--- config.mk ---
export PLATFORM = sky130hd
export DESIGN_NAME = heapsort_stream_ctrl
export DESIGN_NICKNAME = d
export VERILOG_FILES = /design/src/rtl/heapsort_stream_ctrl.sv
export SDC_FILE = /design/constraint.sdc
export NUM_CORES = 1
export LEC_CHECK = 0
export CAP_MARGIN = 10
export CORE_MARGIN = 2
export CORE_UTILIZATION = 31
export DETAILED_ROUTE_END_ITERATION = 10
export PLACE_DENSITY = 0.54
export SETUP_SLACK_MARGIN = 0.02
export SLEW_MARGIN = 20
export SYNTH_ARGS = -nofsm -noshare
export SYNTH_HDL_FRONTEND = slang
export SYNTH_SLANG_ARGS = --single-unit
export TNS_END_PERCENT = 20
--- constraint.sdc ---
create_clock -name system1000 -period 3.2 [get_ports system1000]
set_clock_uncertainty 0.1 [all_clocks]
set_input_delay 0.32 -clock system1000 [delete_from_list [all_inputs] [get_ports system1000]]
set_output_delay 0.32 -clock system1000 [all_outputs]
set_load 0.1 [all_outputs]
--- src/rtl/heapsort_stream_ctrl.sv ---
// rtl/heapsort_stream_ctrl.sv - streaming job controller wrapped around an external fixed-latency sort core
// Loads up to N elements, pads the remainder with all-ones, waits LAT cycles, then drains count results.
module heapsort_stream_ctrl #(
    parameter int N   = 23,
    parameter int W   = 7,
    parameter int LAT = 4
) (
    input  logic           system1000,
    input  logic           system1000_rstn,
    input  logic [W-1:0]   in_data,
    input  logic           in_valid,
    input  logic           in_last,
    output logic           in_ready,
    output logic [N*W-1:0] core_vec_o,
    input  logic [N*W-1:0] core_vec_i,
    output logic [W-1:0]   out_data,
    output logic           out_valid,
    output logic           out_last,
    input  logic           out_ready,
    output logic           busy
);

    localparam int CW = $clog2(N + 1);
    localparam int WW = (LAT > 1) ? $clog2(LAT) : 1;

    localparam logic [1:0] S_IDLE  = 2'd0;
    localparam logic [1:0] S_LOAD  = 2'd1;
    localparam logic [1:0] S_WAIT  = 2'd2;
    localparam logic [1:0] S_DRAIN = 2'd3;

    logic [1:0]     state_q, state_d;
    logic [CW-1:0]  count_q, count_d;
    logic [CW-1:0]  rd_idx_q, rd_idx_d;
    logic [WW-1:0]  wait_q, wait_d;
    logic [N*W-1:0] slot_q, slot_d;
    logic [N*W-1:0] cap_q, cap_d;
    logic           in_ready_q, in_ready_d;

    logic [CW-1:0]  wr_idx;
    logic           in_fire;
    logic           out_fire;
    logic           end_job;
    logic           wait_done;

    // The first element of a job always lands in slot 0, regardless of a stale count.
    assign wr_idx    = (state_q == S_IDLE) ? '0 : count_q;
    assign in_fire   = in_valid && in_ready_q;
    assign end_job   = in_fire && (in_last || (wr_idx == CW'(N - 1)));
    assign wait_done = (state_q == S_WAIT) && (wait_q == WW'(LAT - 1));

    assign out_valid  = (state_q == S_DRAIN);
    assign out_fire   = out_valid && out_ready;
    assign out_data   = out_valid ? cap_q[rd_idx_q*W +: W] : '0;
    assign out_last   = out_valid && (rd_idx_q == (count_q - CW'(1)));
    assign busy       = (state_q != S_IDLE);
    assign in_ready   = in_ready_q;
    assign core_vec_o = slot_q;

    always_comb begin
        state_d  = state_q;
        count_d  = count_q;
        rd_idx_d = rd_idx_q;
        wait_d   = wait_q;
        slot_d   = slot_q;
        cap_d    = cap_q;

        // Padding is written on the same edge as the final element so WAIT sees a frozen vector.
        for (int k = 0; k < N; k++) begin
            if (in_fire && (CW'(k) == wr_idx)) begin
                slot_d[k*W +: W] = in_data;
            end else if (end_job && (CW'(k) > wr_idx)) begin
                slot_d[k*W +: W] = '1;
            end
        end

        case (state_q)
            S_IDLE: begin
                if (in_fire) begin
                    count_d = CW'(1);
                    state_d = end_job ? S_WAIT : S_LOAD;
                end
            end
            S_LOAD: begin
                if (in_fire) begin
                    count_d = count_q + CW'(1);
                    if (end_job) begin
                        state_d = S_WAIT;
                    end
                end
            end
            S_WAIT: begin
                if (wait_done) begin
                    wait_d   = '0;
                    cap_d    = core_vec_i;
                    rd_idx_d = '0;
                    state_d  = S_DRAIN;
                end else begin
                    wait_d = wait_q + WW'(1);
                end
            end
            S_DRAIN: begin
                if (out_fire) begin
                    if (out_last) begin
                        state_d  = S_IDLE;
                        count_d  = '0;
                        rd_idx_d = '0;
                    end else begin
                        rd_idx_d = rd_idx_q + CW'(1);
                    end
                end
            end
            default: state_d = S_IDLE;
        endcase

        in_ready_d = (state_d == S_IDLE) || (state_d == S_LOAD);
    end

    always_ff @(posedge system1000 or negedge system1000_rstn) begin
        if (!system1000_rstn) begin
            state_q    <= S_IDLE;
            count_q    <= '0;
            rd_idx_q   <= '0;
            wait_q     <= '0;
            slot_q     <= '0;
            cap_q      <= '0;
            in_ready_q <= 1'b0;
        end else begin
            state_q    <= state_d;
            count_q    <= count_d;
            rd_idx_q   <= rd_idx_d;
            wait_q     <= wait_d;
            slot_q     <= slot_d;
            cap_q      <= cap_d;
            in_ready_q <= in_ready_d;
        end
    end

endmodule
; After elaboration in Yosys (flattened, before gate mapping)
; Index checks and enable logic that the tools add are counted.
[classes]
add_sub_neg = 4
mul = 1
n_div = 0
n_lt_le_gt_ge = 23
n_eq_ne = 34
n_shift = 1
mux = 66
bitwise_logic = 0
reduce_logical = 85
[ops]
columns = cell, count
row1 = $mux W7, 47
row2 = $shiftx A161 B9 Y7, 1
row3 = $logic_and A1 B1 Y1, 51
row4 = $reduce_bool A2 Y1, 25
row5 = $eq A4 B5 Y1 const A, 8
row6 = $gt A4 B5 Y1 const A, 8
row7 = $mux W5, 8
row8 = $eq A5 B5 Y1 const A, 7
row9 = $gt A5 B5 Y1 const A, 7
row10 = $eq A3 B5 Y1 const A, 4
row11 = $gt A3 B5 Y1 const A, 4
row12 = $mux W2, 8
row13 = $pmux W5 S3, 1
row14 = $add A5 B1 Y5 const B, 2
row15 = $eq A2 B5 Y1 const A, 2
row16 = $gt A1 B5 Y1 const A, 2
row17 = $gt A2 B5 Y1 const A, 2
row18 = $pmux W5 S2, 1
row19 = $mul A5 B3 Y8 const B, 1
row20 = $pmux W2 S4, 1
row21 = $eq A2 B2 Y1 const B, 3
row22 = $ne A2 B2 Y1 const B, 3
row23 = $eq A1 B5 Y1 const A, 1
row24 = $eq A5 B5 Y1, 1
row25 = 12 further kinds, 16
[totals]
register_bits = 337
latch_bits = 0
mem_bits_rw = 0
mem_bits_ro = 0
in_bits = 173
out_inout_bits = 172
elab_cells = 243
n_memories = 0

; Longest topological paths before layout
; Gate-level depths: netlist of the first run.
[depth]
word_depth = 10
depth_mapped = 9
depth_no_buf = 7

; Worst setup path after synthesis of the first run
; No wires, ideal clock.
[synth_path]
path_kind = flip-flop to output port
start = register rd_idx_q[1]
end = output port out_data[0]
arrival_ns = 3.396
required_ns = 2.780
path_slack_ns = -0.616
path_stages_with_launch = 6
path_buffers = 2
cell_sequence = dfrtp_1 -> clkbuf_1 -> clkbuf_1 -> mux4_2 -> o21ai_0 -> o21ai_0
[synth_between]
elab_chain_cells = 3
[synth_rtl]
columns = item, line
row1 = "start, declared", 33  ; logic [CW-1:0] rd_idx_q, rd_idx_d;
row2 = "start signal, assigned", 130  ; rd_idx_q <= rd_idx_d;
row3 = $mul A5 B3 Y8, 53  ; assign out_data = out_valid ? cap_q[rd_idx_q*W +: W] : '0;
row4 = $shiftx A161 B9 Y7, 53
row5 = $mux W7, 53
row6 = "end, declared", 16  ; output logic [W-1:0] out_data,
; Every way passes these cells.

; Worst setup path after layout of the first run
[layout_path]
start = register rd_idx_q[0]
end = output port out_data[1]
; Same word-level chain as after synthesis.

==> qor_table.md, run 1 <==
| Result | This run |
| --- | --- |
| Run status | complete, no violations |
| Number of buffers inserted during clock tree synthesis | 40 |
| Commonest register cell after synthesis | sky130_fd_sc_hd__dfrtp_1 |
| Post-Syn Area | 0.0145 mm² |
| Critical path required time | 2.78 ns |
| Vias in the first global route | 10.8k |
| Maxcap violations | 0 |
| Count of distinct cell types in the synthesized netlist | 60 |
| CP Launch Point | rd_idx_q[0]$_DFFE_PN0P_ |
| Count of flip-flops with a built-in enable after synthesis | 0 |
| Most instantiated library cell after synthesis | sky130_fd_sc_hd__dfrtp_1 |
| Critical path depth | 6 |
| Detailed-route wire length per cell | 22.1 µm |
| Overall global routing resource usage | 19.0% |
| Clock latency on the worst-skew pair | 0.56 ns |
| Portion of the post-synthesis area used by sequential elements | 58.0% |
| Data arrival time of the worst path | 2.69 ns |
| Sum of overflow across all layers after global routing | 0 |
| Setup violators final | 0 |
| Capturing point of the worst reg2reg path | core_vec_o[152]$_DFFE_PN0P_ |
| DIE AREA | 0.0486 mm² |
| Cells along the critical path | buf_4, mux4_2, mux2i_1, o22a_1, o21ai_2, buf_12 |
| DRT Wirelength | 46000 µm |
| Setup repair after global routing missed its margin | yes |
| Worst hold path class | primary input to asynchronous set/reset pin |
| Fraction of post-synthesis cell area in the top cell type by area | 58.0% |
| Remaining max-slew budget at the tightest pin | 22.9% |
| Count of vias placed by the detailed router | 10.5k |
| Category of the critical setup timing path | register to output port |
| Share of post-route cells with drive strength above 1 | 28.6% |
| Transition time at the pin with the least slew margin | 1.15 ns |
| Die W | 221 µm |
| CTS root buf | sky130_fd_sc_hd__clkbuf_16 |
| Initial Utilization | 31.3% |
| Nets | 1617 |
| Biggest area consumer among synthesized cells | sky130_fd_sc_hd__dfrtp_1 |
| TritonCTS clock tree | built |
| Port bufs | 344 |
| Crit path largest cell delay | 0.52 ns |
| Clock sinks | 337 |
| Initial antenna violation count | 2 |
| 1st-pass router iterations | 5 |
| Maximum net fanout on the critical path | 6 |
| First-pass GRT wire length | 69000 µm |
| Post-detailed-placement half-perimeter wirelength | 33100 µm |
| Remaining routing DRC violations | 0 |
| Max Clock Freq | 322 MHz |
| Number of hold-slack violations in the final timing report | 0 |
| CP Capture Point | out_data[1] |
| Flip-flop and latch count after synthesis | 337 |
| CP startpoint kind | register |
| Crit-path slowest cell | sky130_fd_sc_hd__dfrtp_4 |
| Vertical extent of the die | 221 µm |
| FF-to-FF path depth | 5 |
| List of most frequent post-synthesis cells | sky130_fd_sc_hd__dfrtp_1 (337), sky130_fd_sc_hd__mux2_2 (171), sky130_fd_sc_hd__o22a_1 (132) |
| I/O pin count | 345 |
| Synthesized area per cell | 13.4 µm² |
| Slack of the worst reg-to-reg path | 0.71 ns |
| Htree depth | 2 |
| R2R Path Start | count_q[2]$_DFFE_PN0P_ |
| Crit share post-route | 97.2% |
| Clock slew seen by the registers of the worst setup and hold paths | 0.06 ns |
| Mapped Nets | 1259 |
| Core ar. | 0.0465 mm² |
| Via/cell ratio | 5.06 |
| Site Rows | 79 |
| DRC violation total after the first TritonRoute iteration | 796 |
| Pin count of the biggest net entering global routing | 82 |
| Number of cells produced by synthesis | 1082 |
| Top cell family by delay on the critical path | multiplexers |
| Area growth, synth to finish | 38.1% |
| Minimum setup slack in the final design | 0.0899 ns |
| Most area-consuming cells after synthesis | sky130_fd_sc_hd__dfrtp_1 (58%), sky130_fd_sc_hd__mux2_2 (13%), sky130_fd_sc_hd__o22a_1 (8.0%), sky130_fd_sc_hd__mux4_2 (5.6%), sky130_fd_sc_hd__nand2_1 (1.8%) |
| Yosys synthesis warning count | 0 |
| Crit. End Element | output port |
| Number of antenna-violating nets in the routed design | 0 |
| Placement Setup Slack | 0.312 ns |
| Fraction of synthesis flops using an asynchronous set or reset pin | 100% |
| Slew Viols, Final | 0 |
| Buf/Inv on CP | 2 |
| Final worst path period need | 3.11 ns |
| Clk buf depth | 3 |
| Routability cong. | 0.894 |
-- sequential cells by signal, indices dropped and copies added, names as in the netlist --
name	cells
cap_q	161
core_vec_o	161
count_q	5
in_ready	1
rd_idx_q	5
state_q	2
wait_q	2
-- metrics by stage --
step / hold WS [ns] / area (µm²) / cells / TNS, ns / utilization [%]
floorplan: -0.0756 / 14500 / 1082 / -3.15 / -
global placement: 0.260 / 18700 / 2001 / 0 / 40.3
detailed placement: 0.254 / 18700 / 2001 / 0 / 40.3
CTS: 0.251 / 20000 / 2073 / -0.0429 / 43.1
global route: 0.260 / 20100 / 2075 / 0 / 43.2
finish: 0.230 / 20100 / 2076 / 0 / 43.2
-- worst min-delay path by stage --
stage                         start                          to  slack (ns)  cells past startpoint
CTS                 core_vec_i[139]      cap_q[139]$_DFFE_PN0P_        0.25                      2
global route         core_vec_i[77]       cap_q[77]$_DFFE_PN0P_        0.26                      2
detailed placement  system1000_rstn  core_vec_o[36]$_DFFE_PN0P_        0.25                      1
floorplan           system1000_rstn        cap_q[0]$_DFFE_PN0P_       -0.08                      0
finish              system1000_rstn  core_vec_o[36]$_DFFE_PN0P_        0.23                      2
global placement    system1000_rstn  core_vec_o[36]$_DFFE_PN0P_        0.26                      1
-- layout by cell type, fill, tap and decap left out, drive strengths merged, types with 2 or more instances in the layout --
cell type / instances
a21oi: 22
a22oi: 2
a31oi: 3
and2: 3
and3: 3
buf: 120
clkbuf: 56
clkdlybuf4s50: 267
clkinv: 12
dfrtp: 337
ha: 4
inv: 11
mux2: 171
mux2i: 21
mux4: 36
nand2: 68
nand3: 14
nand4: 6
nor2: 63
nor3: 13
nor4: 4
o211ai: 6
o21a: 5
o21ai: 53
o22a: 132
o22ai: 2
o311ai: 2
o31ai: 2
or2: 2
or3: 3
or4: 2
xnor2: 4
xor2: 2
-- timing repair --
| action | in CTS | in global routing |
|---|---|---|
| buffers inserted | 1 | 2 |
| endpoints found under the hold margin | 71 | 0 |
| resized for setup | 10 | 7 |
| setup endpoints to repair | 7 | 8 |
| hold buffers | 1 | 0 |
| cloned | 0 | 0 |
-- cell type report --
cell class              count  area (µm²)
multi-input cells         663        5780
diodes                      1        2.50
repair buffers            388        3780
clock inverters            14         106
well taps                 607         759
clock buffers              56        1150
fillers                  4296       26400
inverters                  10        37.5
flip-flops and latches    337        8440
-- layer usage --
layer / global-route usage (%) / routed length (µm)
met1: 25.7 / 20300
met3: 3.89 / 2860
met4: 5.22 / 937
met5: 0 / 0
met2: 30.9 / 21900
-- logic make-up (layout without fill, tap and decap cells) --
logic type,Yosys count,in the layout,share of synthesized area [%]
flops,337,337,58.0
compound gates,237,237,12.3
mux,228,228,20.3
simple gates,188,188,6.22
buf+inv,82,468,2.43
xor+xnor,6,6,0.362
fa+ha+maj,4,4,0.344
other cells,0,1,0
Power of run 1 is not shown: default switching activity piles up to over one toggle a cycle in this logic, so the estimate is an artifact.
==> inputs of run 2 (changes only) <==
- SKIP_LAST_GASP: unset -> 1
==> run 2 against run 1 <==
Via count shrank 0.22%. Largest cell class unchanged. Sequential share of layout area grew 0.057 points. Die area is the same. Routed wire length is essentially flat. Cell count is essentially flat. Fmax shrank 1.4%. Critical path depth shrank 1. Critical path type unchanged. Flip-flop and latch count is the same. First-iteration DRC count shrank 0.88%.
==> qor_table.md, run 2 (synthesis results as in run 1) <==
| Result | This run | vs previous |
| --- | --- | --- |
| Met1 Resource Use GR | 25.7% | -0.053 points |
| Layer with the highest usage after global routing | met2 |  |
| Leading cell types in the layout, fill and taps excluded | sky130_fd_sc_hd__dfrtp_1 (335), sky130_fd_sc_hd__clkdlybuf4s50_1 (267), sky130_fd_sc_hd__mux2_2 (171), sky130_fd_sc_hd__o22a_1 (132), sky130_fd_sc_hd__buf_4 (102) |  |
| DRT Wirelength | 45900 µm | about the same |
| TritonCTS clock tree | built |  |
| Detailed-route wire length per cell | 22.1 µm | about the same |
| Met2 GRT Util | 30.8% | -0.094 points |
| CP startpoint kind | register |  |
| Placed cell count | 2001 | unchanged |
| Htree depth | 2 | unchanged |
| DRC violation total after the first TritonRoute iteration | 789 | -0.88% |
| Overall global routing resource usage | 18.9% | about the same |
| Via/cell ratio | 5.06 | -0.17% |
| Sum of overflow across all layers after global routing | 0 | unchanged |
| Core ar. | 0.0465 mm² | unchanged |
| Setup repair after global routing missed its margin | yes |  |
| Clock latency on the worst-skew pair | 0.56 ns | about the same |
| Critical path required time | 2.78 ns | about the same |
| Worst hold path class | primary input to asynchronous set/reset pin |  |
| Remaining max-slew budget at the tightest pin | 24.6% | +1.7 points |
| Clock sinks | 337 | unchanged |
| Number of buffers inserted during clock tree synthesis | 40 | unchanged |
| Max Clock Freq | 317 MHz | -1.4% |
| Slew Viols, Final | 0 | unchanged |
| Category of the critical setup timing path | register to output port |  |
| Run status | complete, no violations |  |
| Clk buf depth | 3 | unchanged |
| Crit. End Element | output port |  |
| Count of vias placed by the detailed router | 10.5k | -0.22% |
| GR Layer Usage met3 | 3.85% | -0.041 points |
| Initial antenna violation count | 2 | unchanged |
| Pin count of the biggest net entering global routing | 82 | unchanged |
| CTS root buf | sky130_fd_sc_hd__clkbuf_16 |  |
| Remaining routing DRC violations | 0 | unchanged |
| Maximum net fanout on the critical path | 13 | +7 |
| Maxcap violations | 0 | unchanged |
| I/O pin count | 345 | unchanged |
| Port bufs | 344 | unchanged |
| Initial Utilization | 31.3% | unchanged |
| Clock slew seen by the registers of the worst setup and hold paths | 0.06 ns | about the same |
| Area growth, synth to finish | 37.8% |  |
| Non-filler cells in the finished layout | 2075 | -0.048% |
| Number of antenna-violating nets in the routed design | 0 | unchanged |
| Die W | 221 µm | unchanged |
| Final worst path period need | 3.15 ns | +0.0426 ns |
| Setup violators final | 0 | unchanged |
| Share of post-route cells with drive strength above 1 | 28.2% | -0.39 points |
| Number of hold-slack violations in the final timing report | 0 | unchanged |
| Vias in the first global route | 10.8k | +0.12% |
| Routability cong. | 0.894 | unchanged |
| Site Rows | 79 | unchanged |
| Crit share post-route | 98.5% | +1.3 points |
| Vertical extent of the die | 221 µm | unchanged |
| 1st-pass router iterations | 5 | unchanged |
| Nets | 1616 | -0.062% |
| Data arrival time of the worst path | 2.73 ns | +0.04 ns |
| First-pass GRT wire length | 69000 µm | about the same |
| Post-detailed-placement half-perimeter wirelength | 33100 µm | unchanged |
| Leading cell type in the layout, fill and taps excluded | sky130_fd_sc_hd__dfrtp_1 |  |
| Transition time at the pin with the least slew margin | 1.12 ns | -0.0249 ns |
| DIE AREA | 0.0486 mm² | unchanged |
run 2: metrics by stage:
stage | setup TNS, ns | util, % | setup slack (ns) | hold WS (ns) | cell area [µm²]
2_1_floorplan | -3.15 | - | -0.616 | -0.0756 | 14500
3_3_place_gp | 0 | 40.3 | 0.334 | 0.260 | 18700
3_5_place_dp | 0 | 40.3 | 0.312 | 0.254 | 18700
4_1_cts | -0.286 | 43.1 | -0.110 | 0.251 | 20000
5_1_grt | -0.401 | 43.1 | -0.125 | 0.263 | 20000
6_report | 0 | 43.1 | 0.0473 | 0.219 | 20000
run 2: layer usage:
metal / share of wire [%] / vias up
met5: 0 / -
met2: 47 / 353
li1: - / 4735
met1: 44 / 5334
met4: 2.2 / 0
met3: 6.6 / 68
run 2: final cells by class:
| type | instances | area [µm²] |
|---|---|---|
| Antenna cell | 1 | 2.50 |
| Clock buffer | 56 | 1150 |
| Clock inverter | 14 | 106 |
| Fill cell | 4301 | 26400 |
| Inverter | 10 | 37.5 |
| Multi-Input combinational cell | 663 | 5760 |
| Sequential cell | 337 | 8440 |
| Tap cell | 607 | 759 |
| Timing Repair Buffer | 387 | 3770 |
run 2: path summary, 6_finish.rpt:
| kind | start | to | slack [ns] | cells past startpoint |
|---|---|---|---|---|
| max in group asynchronous | system1000_rstn | cap_q[112]$_DFFE_PN0P_ | 1.83 | 3 |
| max | count_q[2]$_DFFE_PN0P_ | out_last | 0.05 | 5 |
| max reg2reg | state_q[0]$_DFF_PN0_ | core_vec_o[75]$_DFFE_PN0P_ | 0.60 | 5 |
| min in group system1000 | core_vec_i[72] | cap_q[72]$_DFFE_PN0P_ | 0.28 | 2 |
| min | system1000_rstn | core_vec_o[36]$_DFFE_PN0P_ | 0.22 | 2 |
| min reg2reg | core_vec_o[44]$_DFFE_PN0P_ | core_vec_o[44]$_DFFE_PN0P_ | 0.39 | 1 |
run 2: worst max-delay path: stages (launching register included):
cell,delay [ns]
sky130_fd_sc_hd__dfrtp_1,0.53
sky130_fd_sc_hd__or2_0,0.49
sky130_fd_sc_hd__o21ai_0,0.32
sky130_fd_sc_hd__o2111ai_2,0.35
sky130_fd_sc_hd__nor2_1,0.28
sky130_fd_sc_hd__buf_12,0.21
run 2: what timing repair did:
| item | CTS | global route |
|---|---|---|
| gates resized for setup | 5 | 1 |
| setup buffers | 1 | 1 |
| hold endpoints to repair | 71 | 0 |
| pin swaps | 0 | 0 |
| endpoints found under the setup margin | 7 | 8 |
| hold buffers | 1 | 0 |
Power of run 2 is left out for the same reason.
==> inputs of run 3 (changes only) <==
- CAP_MARGIN: 10 -> unset
- GPL_ROUTABILITY_DRIVEN: unset -> 0
- SKIP_CTS_REPAIR_TIMING: unset -> 1
==> run 3 against run 2 <==
Flip-flop and latch count did not move. Worst setup slack got worse by 0.019 ns. Register-to-register slack got worse by 0.02 ns. Critical path type unchanged. Critical endpoint unchanged. Largest cell class unchanged.
==> qor_table.md, run 3 (synthesis results as in run 1) <==
| Result | This run | vs previous |
| --- | --- | --- |
| Clk buf depth | 3 | unchanged |
| DRT Wirelength | 46000 µm | +0.21% |
| Count of vias placed by the detailed router | 10.5k | +0.39% |
| Minimum setup slack in the final design | 0.0281 ns | -0.0192 ns |
| Crit share post-route | 99.1% | +0.60 points |
| Capturing point of the worst reg2reg path | core_vec_o[75]$_DFFE_PN0P_ |  |
| Share of post-route cells with drive strength above 1 | 28.2% | about the same |
| Initial Utilization | 31.3% | unchanged |
| Remaining routing DRC violations | 0 | unchanged |
| Vias in the first global route | 10.8k | -0.30% |
| Number of hold-slack violations in the final timing report | 0 | unchanged |
| Area growth, synth to finish | 37.8% | unchanged |
| Leading cell types in the layout, fill and taps excluded | sky130_fd_sc_hd__dfrtp_1 (335), sky130_fd_sc_hd__clkdlybuf4s50_1 (267), sky130_fd_sc_hd__mux2_2 (171), sky130_fd_sc_hd__o22a_1 (132), sky130_fd_sc_hd__buf_4 (104) |  |
| CP startpoint kind | register |  |
| CTS root buf | sky130_fd_sc_hd__clkbuf_16 |  |
| Detailed-route wire length per cell | 22.2 µm | +0.17% |
| Maximum net fanout on the critical path | 13 | unchanged |
| Slew Viols, Final | 0 | unchanged |
| DIE AREA | 0.0486 mm² | unchanged |
| Critical path required time | 2.78 ns | about the same |
| Multi-input gate area in the final layout | 0.00575 mm² | about the same |
| Crit. End Element | output port |  |
| Vertical extent of the die | 221 µm | unchanged |
| Clock sinks | 337 | unchanged |
| Number of antenna-violating nets in the routed design | 0 | unchanged |
| First-pass GRT wire length | 68800 µm | -0.32% |
| Area taken by flip-flops and latches | 0.00844 mm² | unchanged |
| Htree depth | 2 | unchanged |
| CP Launch Point | count_q[2]$_DFFE_PN0P_ |  |
| I/O pin count | 345 | unchanged |
| Port bufs | 344 | unchanged |
| Leading cell type in the layout, fill and taps excluded | sky130_fd_sc_hd__dfrtp_1 |  |
| CP Capture Point | out_last |  |
| Final Instance Area | 0.0200 mm² | unchanged |
| Placement Setup Slack | 0.312 ns | unchanged |
| Slack of the worst reg-to-reg path | 0.58 ns | -0.02 ns |
| Remaining max-slew budget at the tightest pin | 22.3% | -2.2 points |
| Maxcap violations | 0 | unchanged |
| Max Clock Freq | 315 MHz | -0.60% |
| Fillers | 4306 | +0.12% |
| Clock latency on the worst-skew pair | 0.56 ns | about the same |
| Initial antenna violation count | 2 | unchanged |
| Setup repair after global routing missed its margin | yes |  |
| FF-to-FF path depth | 5 | unchanged |
| R2R Path Start | state_q[0]$_DFF_PN0_ |  |
| Final total negative setup slack | 0 ns | unchanged |
| Pin count of the biggest net entering global routing | 82 | unchanged |
| Overall global routing resource usage | 18.9% | -0.071 points |
| Number of buffers inserted during clock tree synthesis | 40 | unchanged |
| Setup violators final | 0 | unchanged |
| Die W | 221 µm | unchanged |
| Post-detailed-placement half-perimeter wirelength | 33100 µm | unchanged |
| Run status | complete, no violations |  |
| 1st-pass router iterations | 5 | unchanged |
| Transition time at the pin with the least slew margin | 1.16 ns | +0.0334 ns |
| Worst hold path class | primary input to asynchronous set/reset pin |  |
| Core ar. | 0.0465 mm² | unchanged |
| Sum of overflow across all layers after global routing | 0 | unchanged |
| Placed instance area | 0.0187 mm² | unchanged |
| Clock slew seen by the registers of the worst setup and hold paths | 0.06 ns | about the same |
| Data arrival time of the worst path | 2.75 ns | +0.02 ns |
| TritonCTS clock tree | built |  |
| Final worst path period need | 3.17 ns | +0.0192 ns |
| Site Rows | 79 | unchanged |
| Via/cell ratio | 5.07 | +0.34% |
| Category of the critical setup timing path | register to output port |  |
| DRC violation total after the first TritonRoute iteration | 762 | -3.4% |
| Nets | 1617 | +0.062% |
## run 3: cell types whose count changed in the layout (fill, tap and decap cells not counted)
cell and change:
sky130_fd_sc_hd__o21ai_1 +1, sky130_fd_sc_hd__buf_6 -1, sky130_fd_sc_hd__o21ai_0 -1, sky130_fd_sc_hd__buf_4 +2
sky130_fd_sc_hd__mux2i_2 -1, sky130_fd_sc_hd__mux2i_1 +1
## run 3: critical path: stages, from the launching register on
cell                        delay [ns]
sky130_fd_sc_hd__dfrtp_1          0.53
sky130_fd_sc_hd__or2_0            0.49
sky130_fd_sc_hd__o21ai_0          0.32
sky130_fd_sc_hd__o2111ai_2        0.35
sky130_fd_sc_hd__nor2_1           0.28
sky130_fd_sc_hd__buf_12           0.21
## run 3: per-stage QoR
step	util (%)	hold WS [ns]	cells
4_1_cts	43.0	-0.335	2071
5_1_grt	43.1	0.263	2075
6_report	43.1	0.227	2076
3_5_place_dp	40.3	0.254	2001
3_3_place_gp	40.3	0.260	2001
2_1_floorplan	-	-0.0756	1082
## run 3: worst min path at each step
| stage | from | end | slack, ns | cells after the start |
|---|---|---|---|---|
| finish | system1000_rstn | core_vec_o[36]$_DFFE_PN0P_ | 0.23 | 2 |
| global route | core_vec_i[77] | cap_q[77]$_DFFE_PN0P_ | 0.26 | 2 |
| global placement | system1000_rstn | core_vec_o[36]$_DFFE_PN0P_ | 0.26 | 1 |
| detailed placement | system1000_rstn | core_vec_o[36]$_DFFE_PN0P_ | 0.25 | 1 |
| CTS | system1000_rstn | core_vec_o[88]$_DFFE_PN0P_ | -0.33 | 1 |
| floorplan | system1000_rstn | cap_q[0]$_DFFE_PN0P_ | -0.08 | 0 |
## run 3: per-layer routing
metal / up-vias / global-route usage [%] / wire length (µm)
met1: 5392 / 25.6 / 20400
li1: 4734 / - / -
met4: 0 / 5.49 / 983
met3: 60 / 3.79 / 2880
met5: - / 0 / 0
met2: 345 / 30.7 / 21800
## run 3: cell type report
class	count	area share (%)
inverters	10	0.187
repair buffers	388	18.8
well taps	607	3.79
clock buffers	56	5.75
clock inverters	14	0.531
multi-input cells	663	28.7
diodes	1	0.0125
flip-flops and latches	337	42.1
Power of run 3 is left out for the same reason.
